==> config.mk <==
export PLATFORM = sky130hd
export DESIGN_NAME = sg_monitor
export DESIGN_NICKNAME = d
export VERILOG_FILES = /design/src/rtl/sg_mon_pkg.sv /design/src/rtl/sg_trans_lookup.sv /design/src/rtl/sg_monitor.sv
export SDC_FILE = /design/constraint.sdc
export NUM_CORES = 1
export LEC_CHECK = 0
export CORE_MARGIN = 1
export CORE_UTILIZATION = 39
export DETAILED_ROUTE_END_ITERATION = 16
export GPL_ROUTABILITY_DRIVEN = 0
export PLACE_DENSITY = 0.7
export SETUP_SLACK_MARGIN = 0.2
export SLEW_MARGIN = 20
export SYNTH_ARGS = -nofsm -noshare
export SYNTH_HDL_FRONTEND = slang
export SYNTH_SLANG_ARGS = --single-unit
==> constraint.sdc <==
create_clock -name clk -period 6 [get_ports clk]
set_clock_uncertainty 0.15 [all_clocks]
set_input_delay 1.5 -clock clk [delete_from_list [all_inputs] [get_ports clk]]
set_output_delay 1.5 -clock clk [all_outputs]
set_load 0.005 [all_outputs]
==> src/rtl/sg_mon_pkg.sv <==
// sg_monitor shared definitions: entry layout, field widths,
// direction encodings and entry pack/unpack helpers.
package sg_mon_pkg;

  localparam logic DIR_RISE = 1'b1;
  localparam logic DIR_FALL = 1'b0;

  localparam int FLD_W = 16;
  localparam int RAW_W = 64;

  typedef logic [RAW_W-1:0] ent_raw_t;

  typedef struct packed {
    logic             valid;
    logic [FLD_W-1:0] from;
    logic [FLD_W-1:0] idx;
    logic             dir;
    logic [FLD_W-1:0] to;
  } ent_t;

  function automatic int state_w(input int n);
    return (n > 1) ? $clog2(n) : 1;
  endfunction

  function automatic int sig_w(input int n);
    return (n > 1) ? $clog2(n) : 1;
  endfunction

  function automatic int ent_w(input int sw, input int gw);
    return 2 * sw + gw + 2;
  endfunction

  function automatic ent_raw_t fmask(input int w);
    return (ent_raw_t'(1) << w) - ent_raw_t'(1);
  endfunction

  function automatic ent_raw_t ent_pack(input ent_t e,
                                        input int sw,
                                        input int gw);
    ent_raw_t r;
    r = ent_raw_t'(e.to) & fmask(sw);
    r = r | (ent_raw_t'(e.dir) << sw);
    r = r | ((ent_raw_t'(e.idx) & fmask(gw)) << (sw + 1));
    r = r | ((ent_raw_t'(e.from) & fmask(sw)) << (sw + 1 + gw));
    r = r | (ent_raw_t'(e.valid) << (2 * sw + 1 + gw));
    return r;
  endfunction

  function automatic ent_t ent_unpack(input ent_raw_t r,
                                      input int sw,
                                      input int gw);
    ent_t e;
    e.to    = FLD_W'(r & fmask(sw));
    e.dir   = |((r >> sw) & ent_raw_t'(1));
    e.idx   = FLD_W'((r >> (sw + 1)) & fmask(gw));
    e.from  = FLD_W'((r >> (sw + 1 + gw)) & fmask(sw));
    e.valid = |((r >> (2 * sw + 1 + gw)) & ent_raw_t'(1));
    return e;
  endfunction

endpackage

==> src/rtl/sg_trans_lookup.sv <==
// sg_monitor transition table search: lowest-index hit for one
// (state, signal, direction) plus per-state enabled edge vectors.
module sg_trans_lookup
  import sg_mon_pkg::*;
#(
  parameter int N_SIG   = 4,
  parameter int N_STATE = 16,
  parameter int N_TRANS = 32,
  parameter logic [N_TRANS*ent_w(state_w(N_STATE), sig_w(N_SIG))-1:0]
    TRANS = '0
) (
  input  logic [state_w(N_STATE)-1:0] state_i,
  input  logic [sig_w(N_SIG)-1:0]     idx_i,
  input  logic                        dir_i,
  output logic                        hit_o,
  output logic [state_w(N_STATE)-1:0] to_o,
  output logic [N_SIG-1:0]            can_rise_o,
  output logic [N_SIG-1:0]            can_fall_o
);

  localparam int SW = state_w(N_STATE);
  localparam int GW = sig_w(N_SIG);
  localparam int EW = ent_w(SW, GW);

  ent_t e;

  // scan high to low so the lowest matching entry wins
  always_comb begin
    e          = '0;
    hit_o      = 1'b0;
    to_o       = '0;
    can_rise_o = '0;
    can_fall_o = '0;
    for (int i = N_TRANS - 1; i >= 0; i--) begin
      e = ent_unpack(ent_raw_t'(TRANS[i*EW +: EW]), SW, GW);
      if (e.valid && e.from == FLD_W'(state_i)) begin
        for (int j = 0; j < N_SIG; j++) begin
          if (e.idx == FLD_W'(j)) begin
            if (e.dir == DIR_RISE) can_rise_o[j] = 1'b1;
            else                   can_fall_o[j] = 1'b1;
          end
        end
        if (e.idx == FLD_W'(idx_i) && e.dir == dir_i) begin
          hit_o = 1'b1;
          to_o  = SW'(e.to);
        end
      end
    end
  end

endmodule

==> src/rtl/sg_monitor.sv <==
// sg_monitor: state-graph protocol monitor tracking single-signal
// edges through a transition table and recording violations.
module sg_monitor
  import sg_mon_pkg::*;
#(
  parameter int N_SIG      = 4,
  parameter int N_STATE    = 16,
  parameter int N_TRANS    = 32,
  parameter int N_ENA      = 4,
  parameter int CNT_W      = 8,
  parameter int INIT_STATE = 0,
  parameter logic [N_SIG-1:0] OUT_MASK = '0,
  parameter bit HALT_ON_ERR = 1'b0,
  parameter logic [N_TRANS*ent_w(state_w(N_STATE), sig_w(N_SIG))-1:0]
    TRANS = '0
) (
  input  logic                        clk,
  input  logic                        reset,
  input  logic [N_ENA-1:0]            ena,
  input  logic [N_SIG-1:0]            sig,
  input  logic                        clear,
  output logic [state_w(N_STATE)-1:0] state,
  output logic [N_SIG-1:0]            can_rise,
  output logic [N_SIG-1:0]            can_fall,
  output logic                        in_viol,
  output logic                        out_viol,
  output logic                        multi_err,
  output logic                        ena_err,
  output logic                        halted,
  output logic [CNT_W-1:0]            viol_cnt,
  output logic [sig_w(N_SIG)-1:0]     first_sig,
  output logic                        first_dir,
  output logic [state_w(N_STATE)-1:0] first_state
);

  localparam int STATE_W = state_w(N_STATE);
  localparam int SIG_W   = sig_w(N_SIG);

  logic [N_SIG-1:0]   prev_q;
  logic               primed_q;
  logic [STATE_W-1:0] state_q, state_d;
  logic               in_viol_q, in_viol_d;
  logic               out_viol_q, out_viol_d;
  logic               multi_q, multi_d;
  logic               ena_err_q, ena_err_d;
  logic               halted_q, halted_d;
  logic [CNT_W-1:0]   cnt_q, cnt_d, cnt_base;
  logic [SIG_W-1:0]   fsig_q, fsig_d;
  logic               fdir_q, fdir_d;
  logic [STATE_W-1:0] fst_q, fst_d;

  logic [N_SIG-1:0]   chg;
  logic               one_chg;
  logic               multi_chg;
  logic               ena_bad;
  logic [SIG_W-1:0]   chg_idx;
  logic               chg_dir;
  logic               hit;
  logic [STATE_W-1:0] hit_to;
  logic               miss;
  logic               in_v, out_v, multi_v, ena_v, viol;

  assign chg       = sig ^ prev_q;
  assign one_chg   = (chg != '0) &&
                     ((chg & (chg - N_SIG'(1))) == '0);
  assign multi_chg = (chg != '0) && !one_chg;
  assign ena_bad   = (ena & (ena - N_ENA'(1))) != '0;

  // lowest changed signal index and its new level
  always_comb begin
    chg_idx = '0;
    for (int i = N_SIG - 1; i >= 0; i--) begin
      if (chg[i]) chg_idx = SIG_W'(i);
    end
  end

  assign chg_dir = sig[chg_idx];

  sg_trans_lookup #(
    .N_SIG   (N_SIG),
    .N_STATE (N_STATE),
    .N_TRANS (N_TRANS),
    .TRANS   (TRANS)
  ) u_lookup (
    .state_i    (state_q),
    .idx_i      (chg_idx),
    .dir_i      (chg_dir),
    .hit_o      (hit),
    .to_o       (hit_to),
    .can_rise_o (can_rise),
    .can_fall_o (can_fall)
  );

  assign miss    = primed_q && one_chg && !hit;
  assign in_v    = miss && !OUT_MASK[chg_idx];
  assign out_v   = miss && OUT_MASK[chg_idx];
  assign multi_v = primed_q && multi_chg;
  assign ena_v   = primed_q && ena_bad;
  assign viol    = in_v || out_v || multi_v || ena_v;

  // next state, sticky flags, counter and first-violation capture
  always_comb begin
    cnt_base   = clear ? '0 : cnt_q;
    state_d    = state_q;
    in_viol_d  = (in_viol_q && !clear) || in_v;
    out_viol_d = (out_viol_q && !clear) || out_v;
    multi_d    = (multi_q && !clear) || multi_v;
    ena_err_d  = (ena_err_q && !clear) || ena_v;
    halted_d   = (halted_q && !clear) || (HALT_ON_ERR && viol);
    cnt_d      = cnt_base;
    fsig_d     = clear ? '0 : fsig_q;
    fdir_d     = clear ? 1'b0 : fdir_q;
    fst_d      = clear ? '0 : fst_q;
    if (primed_q && one_chg && hit && !halted_q) state_d = hit_to;
    if (viol && cnt_base != '1) cnt_d = cnt_base + CNT_W'(1);
    if (viol && cnt_base == '0) begin
      fsig_d = chg_idx;
      fdir_d = (chg != '0) && chg_dir;
      fst_d  = state_q;
    end
  end

  // state registers with asynchronous reset
  always_ff @(posedge clk or posedge reset) begin
    if (reset) begin
      prev_q     <= '0;
      primed_q   <= 1'b0;
      state_q    <= STATE_W'(INIT_STATE);
      in_viol_q  <= 1'b0;
      out_viol_q <= 1'b0;
      multi_q    <= 1'b0;
      ena_err_q  <= 1'b0;
      halted_q   <= 1'b0;
      cnt_q      <= '0;
      fsig_q     <= '0;
      fdir_q     <= 1'b0;
      fst_q      <= '0;
    end else begin
      prev_q     <= sig;
      primed_q   <= 1'b1;
      state_q    <= state_d;
      in_viol_q  <= in_viol_d;
      out_viol_q <= out_viol_d;
      multi_q    <= multi_d;
      ena_err_q  <= ena_err_d;
      halted_q   <= halted_d;
      cnt_q      <= cnt_d;
      fsig_q     <= fsig_d;
      fdir_q     <= fdir_d;
      fst_q      <= fst_d;
    end
  end

  assign state       = state_q;
  assign in_viol     = in_viol_q;
  assign out_viol    = out_viol_q;
  assign multi_err   = multi_q;
  assign ena_err     = ena_err_q;
  assign halted      = halted_q;
  assign viol_cnt    = cnt_q;
  assign first_sig   = fsig_q;
  assign first_dir   = fdir_q;
  assign first_state = fst_q;

endmodule

==> results.toml, run 1 <==
[worst_setup_path]
cp.arrival_ns = 4.00
worstReg2RegEnd = "viol_cnt[3]$_DFF_PP0_"
crit_slowest_cell = "clkdlybuf4s50_1"
cpMostUsedCell = "inv_1"
path_depth = 10
worstSetupPathType = "in -> reg"
crit_required_ns = 6.07
startpoint_type = "primary input"
max_stage_delay_ns = 0.75
path_max_fanout = 13
path_buf_inv = 3
endpoint_kind = "flip-flop"
r2r_slack_ns = 3.86
r2r-start = "viol_cnt[1]$_DFF_PP0_"
rr_worst_depth = 8
crit_start = "clear"
path_delay_family = "buffers and inverters"
crit_chain = "clkdlybuf4s50_1 > inv_1 > nand2_1 > inv_1 > ha_1 > and3_1 > and4_1 > a21oi_2 > nand4_1 > xnor2_1"
crit_end = "viol_cnt[3]$_DFF_PP0_"

[timing]
finalCriticalPeriod_ns = 3.929
worst_slew_pin_slew_ns = 0.8088
slew_headroom = 0.4602
setup_violations = 0
rsz0062_at_grt = "false"
min_period_over_period = 0.6549
max_freq_mhz = 254.5
holdWs_ns = 0.3726
fin_setup_tns_ns = 0
setup_ws_ns = 2.071
drv_slew = 0
final-hold-violation-count = 0

[yosys]
netlist_instances = 133
synthesis.area_mm2 = 0.001306
async_flop_share = 1.000
synth_area_leaders = "dfrtp_1 40%, buf_4 9.8%, nor2b_1 3.4%"
synth_common_cells = "21 x dfrtp_1, 17 x buf_4, 9 x inv_1, 9 x nand2_1, 8 x o21ai_0"
yosysWarnings = 0
yosysTopAreaCellShare = 0.4023
synth-seq-area-share = 0.4023
synth_area_leader_cell = "dfrtp_1"
synthDistinctLibCells = 43
avgSynthCellArea_um2 = 9.821
yosys.cell_count.top_type = "dfrtp_1"
synth-seq-cells = 21
synth_ff_type = "dfrtp_1"
synth_edf_count = 0

[power_and_ir_drop]
p_per_area_mw_per_mm2 = 201.8
p_clk_frac = 0.218
p_leak_nw = 0.6904
seq_power_share = 0.516
netSwitchingPower_w = 0.00009438
switching_share = 0.2987
p_int_w = 0.0002216
p_comb_frac = 0.266
max-vdd-ir-drop_mv = 0.08586

[floorplan]
die_w_um = 59.88
rows = 20
core_mm2 = 0.003103
io_pins = 43
initial_utilization = 0.4210
die_h_um = 59.88
die_area_mm2 = 0.003585

[cts]
cts_made_buffers = 3
cts_resized = 0
clock_sinks = 21
cts_tree = "done"
clkLatencyLatePin_ns = 0.30
cts_buffer_depth = 2
root_buffer = "clkbuf_4"
postCtsSetupBuffers = 0
cts.htree.levels = 1
clk_pin_slew_ns = 0.12
ctsHoldBuffers = 0

[global_routing]
grt_pass1_vias = 963
grt.overflow.total = 0
grt_max_degree = 22
antenna_found_initial = 0
grt.total_usage = 0.1645
grt_pass1_wl_um = 4381

[final_layout]
stdcell_count = 204
area_delta_synth_final_pct = 19.83
antenna_cells = 0
utilization = 0.5044
finalNetCount = 174
drive_gt1_frac = 0.08125

[detailed_routing]
wl_per_cell_um = 12.96
wirelength_um = 2644
drtAntennaViolNets = 0
via_count = 981
drt_iter0_drc = 32
via_per_inst = 4.809
post-route-drc-count = 0
first_pass_iters = 4

[placement]
dpl.cell_count = 200
pre_cts_ws_ns = 1.732
io_buffer_count = 26
hpwl_um = 2037

[outcome]
outcome = "complete, no violations"

[run]
maxCapViolCount = 0

[hold_path]
min_path_type = "reg -> reg"
-- worst min path at each step --
stage | cells past startpoint | slack [ns] | end | startpoint
5_1_grt | 1 | 0.39 | out_viol$_DFF_PP0_ | out_viol$_DFF_PP0_
2_1_floorplan | 1 | 0.34 | multi_err$_DFF_PP0_ | multi_err$_DFF_PP0_
3_3_place_gp | 1 | 0.35 | halted$_DFF_PP0_ | halted$_DFF_PP0_
3_5_place_dp | 1 | 0.35 | multi_err$_DFF_PP0_ | multi_err$_DFF_PP0_
4_1_cts | 1 | 0.38 | multi_err$_DFF_PP0_ | multi_err$_DFF_PP0_
6_report | 1 | 0.37 | multi_err$_DFF_PP0_ | multi_err$_DFF_PP0_
-- power by group through the flow --
| stage | combinational [W] | sequential [W] | clock, W |
|---|---|---|---|
| 2_1_floorplan | 0.0000527 | 0.000165 | 0 |
| 3_3_place_gp | 0.0000806 | 0.000166 | 0 |
| 3_5_place_dp | 0.0000836 | 0.000165 | 0 |
| 4_1_cts | 0.0000842 | 0.000163 | 0.0000713 |
| 5_1_grt | 0.0000933 | 0.000165 | 0.0000771 |
| 6_report | 0.0000841 | 0.000163 | 0.0000688 |
-- kinds of logic (layout without fill, tap and decap cells) --
logic type,Yosys count,count (layout),synth area share
fa+ha+maj,4,4,0.03448
mux,3,3,0.02395
flops,21,21,0.4023
other cells,2,17,0.005749
buf+inv,27,39,0.1322
xor+xnor,9,9,0.07184
simple gates,38,38,0.1648
compound gates,29,29,0.1648
-- stage by stage --
step                power (W)  cell area [um2]
finish              0.0003159             1565
global route        0.0003351             1565
CTS                 0.0003183             1565
detailed placement  0.0002490             1539
global placement    0.0002463             1539
floorplan           0.0002175             1363
-- placed cells by master, fill, tap and decap left out, types with 2 or more instances in the layout --
| cell | Yosys | final |
|---|---|---|
| a21oi_1 | 6 | 6 |
| a21oi_2 | 2 | 2 |
| clkbuf_4 | 0 | 3 |
| clkdlybuf4s50_1 | 0 | 26 |
| conb_1 | 2 | 17 |
| dfrtp_1 | 21 | 21 |
| ha_1 | 2 | 2 |
| inv_1 | 9 | 9 |
| maj3_1 | 2 | 2 |
| mux2i_1 | 2 | 2 |
| nand2_1 | 9 | 9 |
| nand3_1 | 4 | 4 |
| nand4_1 | 3 | 3 |
| nor2_1 | 4 | 4 |
| nor2b_1 | 7 | 7 |
| o21ai_0 | 8 | 8 |
| o21ai_1 | 2 | 2 |
| xnor2_1 | 5 | 5 |
| xor2_1 | 2 | 2 |
| xor2_2 | 2 | 2 |
-- sequential cells by signal, indices dropped and copies added, names as in the netlist --
signal	flops
viol_cnt	8
prev_q	4
first_sig	2
ena_err	1
first_dir	1
halted	1
in_viol	1
multi_err	1
out_viol	1
primed_q	1
-- final cells by class --
cell class              instances  area, um2
clock buffers                   4      26.28
fillers                       315       1538
inverters                       9      33.78
multi-input cells             100      664.4
flip-flops and latches         21      525.5
well taps                      44      55.05
repair buffers                 26      260.3
-- metal layers --
| layer | global-route usage | routed length [um] | vias to the layer above |
|---|---|---|---|
| met5 | 0 | 0 | - |
| met4 | 0.05980 | 16 | 0 |
| met3 | 0.02597 | 108 | 2 |
| met2 | 0.2810 | 1310 | 33 |
| met1 | 0.2087 | 1209 | 471 |
| li1 | - | - | 475 |
(Power assumes the default switching activity.)
==> run 2: changes to the inputs <==
==> constraint.sdc (replaced) <==
create_clock -name clk -period 3.64 [get_ports clk]
set_clock_uncertainty 0.15 [all_clocks]
set_input_delay 0.91 -clock clk [delete_from_list [all_inputs] [get_ports clk]]
set_output_delay 0.91 -clock clk [all_outputs]
set_load 0.005 [all_outputs]
==> run 2 against run 1 <==
Net effect:
- die area is the same
- largest cell class unchanged
- sequential power grew 64%
- register-to-register slack lost 2.3 ns
- first-iteration DRC count shrank 13%
- critical path type unchanged
- routed wire length shrank 4.9%
==> results.toml, run 2 (same netlist as run 1, synthesis figures left out) <==
[final_layout]
most-common-layout-cells = "26 x clkdlybuf4s50_1, 21 x dfrtp_1, 17 x conb_1"
largest_reg_flops = 8
multiInputGateArea_um2 = 664.4
fill_cells = 312
antenna_cells = 0
stdcell_count = 205
area_delta_synth_final_pct = 20.50
drive_gt1_frac = 0.09317
finalNetCount = 175
final_common_cell = "clkdlybuf4s50_1"
seq_area_um2 = 525.5

[worst_setup_path]
cp.arrival_ns = 2.96
endpoint_kind = "flip-flop"
crit_start = "clear"
worstReg2RegEnd = "viol_cnt[4]$_DFF_PP0_"
path_max_fanout = 9
r2r-start = "viol_cnt[1]$_DFF_PP0_"
crit_required_ns = 3.69
worstSetupPathType = "in -> reg"
crit_end = "viol_cnt[4]$_DFF_PP0_"
startpoint_type = "primary input"
rr_worst_depth = 8
r2r_slack_ns = 1.53

[timing]
finalCriticalPeriod_ns = 2.905
min_period_over_period = 0.7980
setup_violations = 0
fin_setup_tns_ns = 0
max_freq_mhz = 344.3
rsz0062_at_grt = "false"
worst_slew_pin_slew_ns = 0.8045
final-hold-violation-count = 0
drv_slew = 0
slew_headroom = 0.4631

[cts]
clkLatencyLatePin_ns = 0.30
cts.htree.levels = 1
ctsHoldBuffers = 0
cts_tree = "done"
clk_pin_slew_ns = 0.12
root_buffer = "clkbuf_4"
cts_resized = 0
cts_made_buffers = 3
clock_sinks = 21
postCtsSetupBuffers = 0
cts_buffer_depth = 2

[detailed_routing]
drt_iter0_drc = 28
wirelength_um = 2515
via_per_inst = 4.854
post-route-drc-count = 0
first_pass_iters = 4
drtAntennaViolNets = 0
via_count = 995
wl_per_cell_um = 12.27

[global_routing]
grt_max_degree = 22
grt_pass1_vias = 983
grt.total_usage = 0.1560
antenna_found_initial = 0
grt.overflow.total = 0
grt_pass1_wl_um = 4195

[power_and_ir_drop]
p_leak_nw = 0.6979
max-vdd-ir-drop_mv = 0.1454
p_per_area_mw_per_mm2 = 329.2

[placement]
dpl.cell_count = 201
hpwl_um = 1948
io_buffer_count = 26

[hold_path]
min_path_type = "reg -> reg"

[floorplan]
rows = 20
die_w_um = 59.88
die_area_mm2 = 0.003585
core_mm2 = 0.003103
initial_utilization = 0.4210
io_pins = 43
die_h_um = 59.88

[run]
maxCapViolCount = 0

[outcome]
outcome = "complete, no violations"
run 2: cell count changes in the layout (fill, tap and decap cells not counted), sizes merged:
cell	delta
buf	+1
clkbuf	-1
clkinv	+1
run 2: how the worst min path moves through the flow:
stage / start / to / slack, ns / depth (start not counted)
after detailed placement: out_viol$_DFF_PP0_ / out_viol$_DFF_PP0_ / 0.34 / 1
final: out_viol$_DFF_PP0_ / out_viol$_DFF_PP0_ / 0.38 / 1
after CTS: halted$_DFF_PP0_ / halted$_DFF_PP0_ / 0.38 / 1
after floorplan: multi_err$_DFF_PP0_ / multi_err$_DFF_PP0_ / 0.34 / 1
after global placement: multi_err$_DFF_PP0_ / multi_err$_DFF_PP0_ / 0.35 / 1
after global routing: out_viol$_DFF_PP0_ / out_viol$_DFF_PP0_ / 0.40 / 1
run 2: report_power, final:
part / internal [W] / switching [W] / total [W]
clock network: 0.0000409 / 0.0000699 / 0.000111
registers: 0.000253 / 0.0000155 / 0.000268
logic: 0.0000708 / 0.0000686 / 0.000139
total: 0.000364 / 0.000154 / 0.000518
run 2: final cells by class:
cell class / count / share of cell area
multi-input cells: 100 / 0.4221
flip-flops and latches: 21 / 0.3339
repair buffers: 27 / 0.1701
well taps: 44 / 0.03498
inverters: 9 / 0.02146
clock buffers: 3 / 0.01431
clock inverters: 1 / 0.003180
run 2: per-layer routing:
layer	share of wire	wire length, um	GRT usage	vias up
met5	0	0	0	-
met3	0.045	114	0.03030	4
met2	0.50	1247	0.2667	35
met1	0.45	1122	0.1959	479
li1	-	-	-	477
met4	0.012	31	0.05316	0
run 2: per-stage QoR:
stage / util / setup WS (ns) / hold slack (ns) / power, W / cell area (um2)
final: 0.5073 / 0.7351 / 0.3773 / 0.0005181 / 1574
after global routing: 0.5073 / 0.6130 / 0.3962 / 0.0005501 / 1574
after CTS: 0.5073 / 0.7477 / 0.3754 / 0.0005227 / 1574
after detailed placement: 0.4984 / 0.4275 / 0.3437 / 0.0004118 / 1546
after global placement: 0.4984 / 0.5297 / 0.3451 / 0.0004075 / 1546
after floorplan: - / 0.9775 / 0.3373 / 0.0003585 / 1363
run 2: worst max-delay path, cell delays in order:
cell,delay (ns)
clkdlybuf4s50_1,0.48
inv_1,0.12
nand2_1,0.13
inv_1,0.07
ha_1,0.21
and3_1,0.22
and4_1,0.19
a21oi_2,0.32
a21oi_1,0.13
a31o_1,0.19
